File: config.mk
export PLATFORM = sky130hd
export DESIGN_NAME = mac_row_ctrl
export DESIGN_NICKNAME = d
export VERILOG_FILES = /design/src/rtl/mac_row_ctrl.sv
export SDC_FILE = /design/constraint.sdc
export NUM_CORES = 1
export LEC_CHECK = 0
export ABC_AREA = 1
export CELL_PAD_IN_SITES_DETAIL_PLACEMENT = 1
export CELL_PAD_IN_SITES_GLOBAL_PLACEMENT = 1
export CORE_MARGIN = 3
export CORE_UTILIZATION = 37
export DETAILED_ROUTE_END_ITERATION = 7
export DONT_BUFFER_PORTS = 1
export PLACE_DENSITY = 0.81
export SLEW_MARGIN = 30
export SYNTH_ARGS = -nofsm -noshare
export SYNTH_HDL_FRONTEND = slang
export SYNTH_SLANG_ARGS = --single-unit
export TNS_END_PERCENT = 20
File: constraint.sdc
create_clock -name clk -period 3.55 [get_ports clk]
set_input_delay 0.71 -clock clk [delete_from_list [all_inputs] [get_ports clk]]
set_output_delay 0.71 -clock clk [all_outputs]
set_load 0.1 [all_outputs]
File: src/rtl/mac_row_ctrl.sv
`default_nettype none
// ============================================================================
// mac_row_ctrl : weight-load / activation-stream sequencer for one MAC row
// Revision 1.0
// ============================================================================
module mac_row_ctrl #(
  parameter int bw      = 4,
  parameter int col     = 8,
  parameter int addr_bw = 8,
  parameter int cnt_bw  = 8
) (
  input  logic               clk,
  input  logic               reset,
  input  logic               start,
  input  logic [cnt_bw-1:0]  num_act,
  output logic               wgt_rd_en,
  output logic [addr_bw-1:0] wgt_addr,
  input  logic [bw-1:0]      wgt_data,
  output logic               act_rd_en,
  output logic [addr_bw-1:0] act_addr,
  input  logic [bw-1:0]      act_data,
  input  logic               ofifo_full,
  input  logic [col-1:0]     valid,
  output logic [bw-1:0]      in_w,
  output logic [1:0]         inst_w,
  output logic               busy,
  output logic               done
);

  typedef enum logic [2:0] {
    S_IDLE  = 3'd0,
    S_LOAD  = 3'd1,
    S_EXEC  = 3'd2,
    S_DRAIN = 3'd3,
    S_DONE  = 3'd4
  } state_t;

  localparam logic [cnt_bw-1:0] c_last_col = cnt_bw'(col - 1);
  localparam logic [cnt_bw-1:0] c_one      = cnt_bw'(1);
  localparam logic [cnt_bw-1:0] c_zero     = '0;

  state_t              state_q, state_d;
  logic [cnt_bw-1:0]   n_q, n_d;
  logic [cnt_bw-1:0]   ic_q, ic_d;
  logic [cnt_bw-1:0]   cc_q, cc_d;
  logic                wpend_q, apend_q;
  logic                unused_valid;

  // Only the last column's valid marks a completed vector.
  assign unused_valid = ^valid;

  always_ff @(posedge clk or negedge reset) begin
    if (!reset) begin
      state_q <= S_IDLE;
      n_q     <= '0;
      ic_q    <= '0;
      cc_q    <= '0;
      wpend_q <= 1'b0;
      apend_q <= 1'b0;
    end else begin
      state_q <= state_d;
      n_q     <= n_d;
      ic_q    <= ic_d;
      cc_q    <= cc_d;
      wpend_q <= wgt_rd_en;
      apend_q <= act_rd_en;
    end
  end

  always_comb begin
    state_d   = state_q;
    n_d       = n_q;
    ic_d      = ic_q;
    cc_d      = cc_q;
    wgt_rd_en = 1'b0;
    wgt_addr  = '0;
    act_rd_en = 1'b0;
    act_addr  = '0;
    busy      = 1'b0;
    done      = 1'b0;

    if ((state_q == S_EXEC || state_q == S_DRAIN) && valid[col-1] && (cc_q != n_q)) begin
      cc_d = cc_q + c_one;
    end

    case (state_q)
      S_IDLE: begin
        if (start) begin
          n_d     = num_act;
          ic_d    = '0;
          cc_d    = '0;
          state_d = S_LOAD;
        end
      end
      S_LOAD: begin
        busy      = 1'b1;
        wgt_rd_en = 1'b1;
        wgt_addr  = addr_bw'(ic_q);
        if (ic_q == c_last_col) begin
          ic_d    = '0;
          state_d = (n_q != c_zero) ? S_EXEC : S_DRAIN;
        end else begin
          ic_d = ic_q + c_one;
        end
      end
      S_EXEC: begin
        busy     = 1'b1;
        act_addr = addr_bw'(ic_q);
        // A full output FIFO turns this slot into a bubble; address holds.
        if (!ofifo_full) begin
          act_rd_en = 1'b1;
          ic_d      = ic_q + c_one;
          if (ic_q == n_q - c_one) begin
            state_d = S_DRAIN;
          end
        end
      end
      S_DRAIN: begin
        busy = 1'b1;
        if (cc_d == n_q) begin
          state_d = S_DONE;
        end
      end
      S_DONE: begin
        done    = 1'b1;
        state_d = S_IDLE;
      end
      default: begin
        state_d = S_IDLE;
      end
    endcase
  end

  // SRAM data arrives one cycle after the strobe, alongside the delayed strobe.
  assign inst_w = {apend_q, wpend_q};
  assign in_w   = wpend_q ? wgt_data :
                  apend_q ? act_data : '0;

endmodule
`default_nettype wire

==> impl_metrics.tcl <==
set metrics [dict create \
    fin_setup_tns_ns 0 \
    status "finished, final reports clean" \
    dp_hpwl_um 5180 \
    r2r_slack_ns 1.04 \
    cp.depth 7 \
    root_buffer "clkbuf_8" \
    avgViaCountPerCell 5.18 \
    use_met1_pct 25.5 \
    synth_cells 345 \
    post-cts-setup-buffer-count 0 \
    grt_remaining_overflow 0 \
    io_pins 54 \
    finalClockSkew_ns 0.00239 \
    drive_above_1_share_pct 15.3 \
    min_period_ns 2.80 \
    slowest_delay_ns 0.46 \
    die-area_um2 6880 \
    fillers 757 \
    synth-edff-count 0 \
    ctsHoldBuffers 0 \
    synth_top_area_share_pct 33.1 \
    cts_sinks 29 \
    top_usage_layer "met2" \
    final-max-slew-violation-count 0 \
    yosys-top-cells-count "nand2_1, nor2_1, inv_1" \
    final-setup-viol-count 0 \
    timing.final.crit_share_pct 79.0 \
    cts_tree "done" \
    drc 0 \
    ys_ff_latch 29 \
    grt_max_degree 30 \
    initial_core_util_pct 39.1 \
    hold_class "in2async" \
    grt_usage_pct 20.2 \
    htreeDepth 2 \
    rr_startpoint "state_q[2]$_DFFE_PN0P_" \
    final_cell_count_no_fill 438 \
    placed_area_um2 2560 \
    port-buffer-count 0 \
    cp_data_arrival_time_ns 2.09 \
    crit_type "reg2out" \
    drt_iter0_drc 90 \
    avgRoutedWirePerCell_um 15.3 \
    die_y_um 83.0 \
    vias 2270 \
    diodes 0 \
    coreArea_um2 5610 \
    p_per_area_nw_per_um2 909 \
    timing.max_cap.violations 0 \
    cts_resized 0 \
    end_kind "primary output" \
    grt_util_met3_pct 3.87 \
    r2r-end "ic_q[5]$_DFFE_PN0P_" \
    rr_worst_depth 8 \
    syn-cell-area_um2 2190 \
    area_growth_pct 20.7 \
    use_met2_pct 35.2 \
    async_reset_ff_share_pct 100 \
    grt_pass1_wl_um 11400 \
    synth_area_per_cell_um2 6.35 \
    antenna_found_initial 0 \
    syn-num-nets 377 \
    power_leakage_nw 1.29 \
    clock_path_buffers 2 \
    numCtsBuffers 5 \
    drtPass1Iterations 4 \
    multi_input_area_um2 1290 \
    rows 27 \
    final_area_um2 2650 \
    rsz0062_at_grt "no" \
    yosys.area.top_type "dfrtp_1" \
    grt_pass1_vias 2400 \
    path_clk_slew_ns 0.06 \
    totalWireLength_um 6680 \
    place_congestion 0.824 \
    dp.cells 431 \
    worstMarginPinSlew_ns 0.901 \
    yosys_warnings 0 \
    final_core_util_pct 47.2 \
    path_buf_inv 4 \
    fmax_mhz 357 \
    finalHoldViolCount 0 \
    fp.dieW_um 83.0 \
    ir_drop_mv 0.639 \
    crit_required_ns 2.84 \
    cp_slowest_cell "dfrtp_1" \
    relSlewSlack_pct 39.8 \
    synth_cell_types 28 \
    fin_nets 398 \
    ys_seq_area_share_pct 33.1 \
    regArea_um2 726 \
    worstSetupStartpointType "flip-flop" \
    crit_family "buffers and inverters" \
    worstSkewPairLatency_ns 0.28 \
    crit_chain "nor2_1, inv_1, nor2_2, buf_4, inv_1, nor2_2, buf_12" \
    synth.most_common_cell "nand2_1" \
    synth_flop_cell "dfrtp_1" \
    synthTopCellsByArea "dfrtp_1, nand2_1, nor2_1, nand3_1, inv_1" \
    drtAntennaViolNets 0 \
    critPathMaxFanout 11 \
]
## flip-flops by register name, indices dropped and copies added (netlist names)
name and count:
n_q 8, apend_q 1, ic_q 8, cc_q 8, state_q 3, wpend_q 1
## per-stage QoR
| stage | worst slack, ns | power [mW] | hold WS (ns) |
|---|---|---|---|
| final | 0.747 | 2.41 | 0.114 |
| after global routing | 0.613 | 2.61 | 0.0992 |
| after CTS | 0.723 | 2.41 | 0.110 |
| after detailed placement | 1.05 | 2.10 | 0.415 |
| after global placement | 1.11 | 2.03 | 0.415 |
| after floorplan | -0.149 | 1.74 | 0.414 |
## worst max-delay path by stage
| stage | start | end | slack [ns] |
|---|---|---|---|
| after floorplan | state_q[1]$_DFFE_PN0P_ | wgt_addr[0] | -0.15 |
| after global placement | state_q[2]$_DFFE_PN0P_ | wgt_addr[4] | 1.11 |
| after detailed placement | state_q[2]$_DFFE_PN0P_ | wgt_addr[4] | 1.05 |
| after CTS | state_q[2]$_DFFE_PN0P_ | wgt_addr[4] | 0.72 |
| after global routing | state_q[2]$_DFFE_PN0P_ | wgt_addr[4] | 0.61 |
| final | state_q[2]$_DFFE_PN0P_ | wgt_addr[6] | 0.75 |
## cell usage in the layout, fill, tap and decap left out, types with 8 or more instances in the layout
cell type	count
nand2_1	96
inv_1	46
nor2_1	39
nand3_1	36
dfrtp_1	29
nor2_2	19
buf_4	14
o21ai_0	13
xor2_1	12
a21oi_1	9
nor3_1	8
buf_12	8
## cell type report
cell class	count	share of cell area (%)
inverters	49	6.95
clock buffers	7	3.26
repair buffers	22	10.0
flip-flops and latches	29	27.4
well taps	72	3.41
multi-input cells	259	48.9
## cell families after synthesis
kind of cell	count (synthesis)	share of synthesized area, %
DFF	29	33.1
AOI/OAI and AO/OA	31	8.17
and+or+nand+nor	207	39.1
adders and majority gates	4	2.28
xor gates and xnor gates	17	6.80
buffers and inverters	57	10.6
## worst reg2reg max path: stages (launching register included)
cell	delay, ns
dfrtp_1	0.46
nor2_1	0.12
inv_1	0.09
nor2_2	0.09
buf_4	0.32
inv_1	0.31
o21ai_0	0.60
nor2_1	0.20
nor3_1	0.24
## power by group
part / total [mW] / switching, mW / internal (mW) / leakage, nW
sequential: 0.538 / 0.114 / 0.424 / 0.381
clock: 0.284 / 0.131 / 0.154 / 0.0443
combinational: 1.58 / 1.17 / 0.414 / 0.863
total: 2.41 / 1.41 / 0.991 / 1.29
## routing by layer
metal	vias up	share of wire [%]	wire length [um]
li1	1120	-	-
met1	1098	45	3030
met2	44	50	3320
met3	8	3.6	243
met4	0	1.4	92
met5	-	0	0
Note: power is estimated with default switching activity, not from simulation.
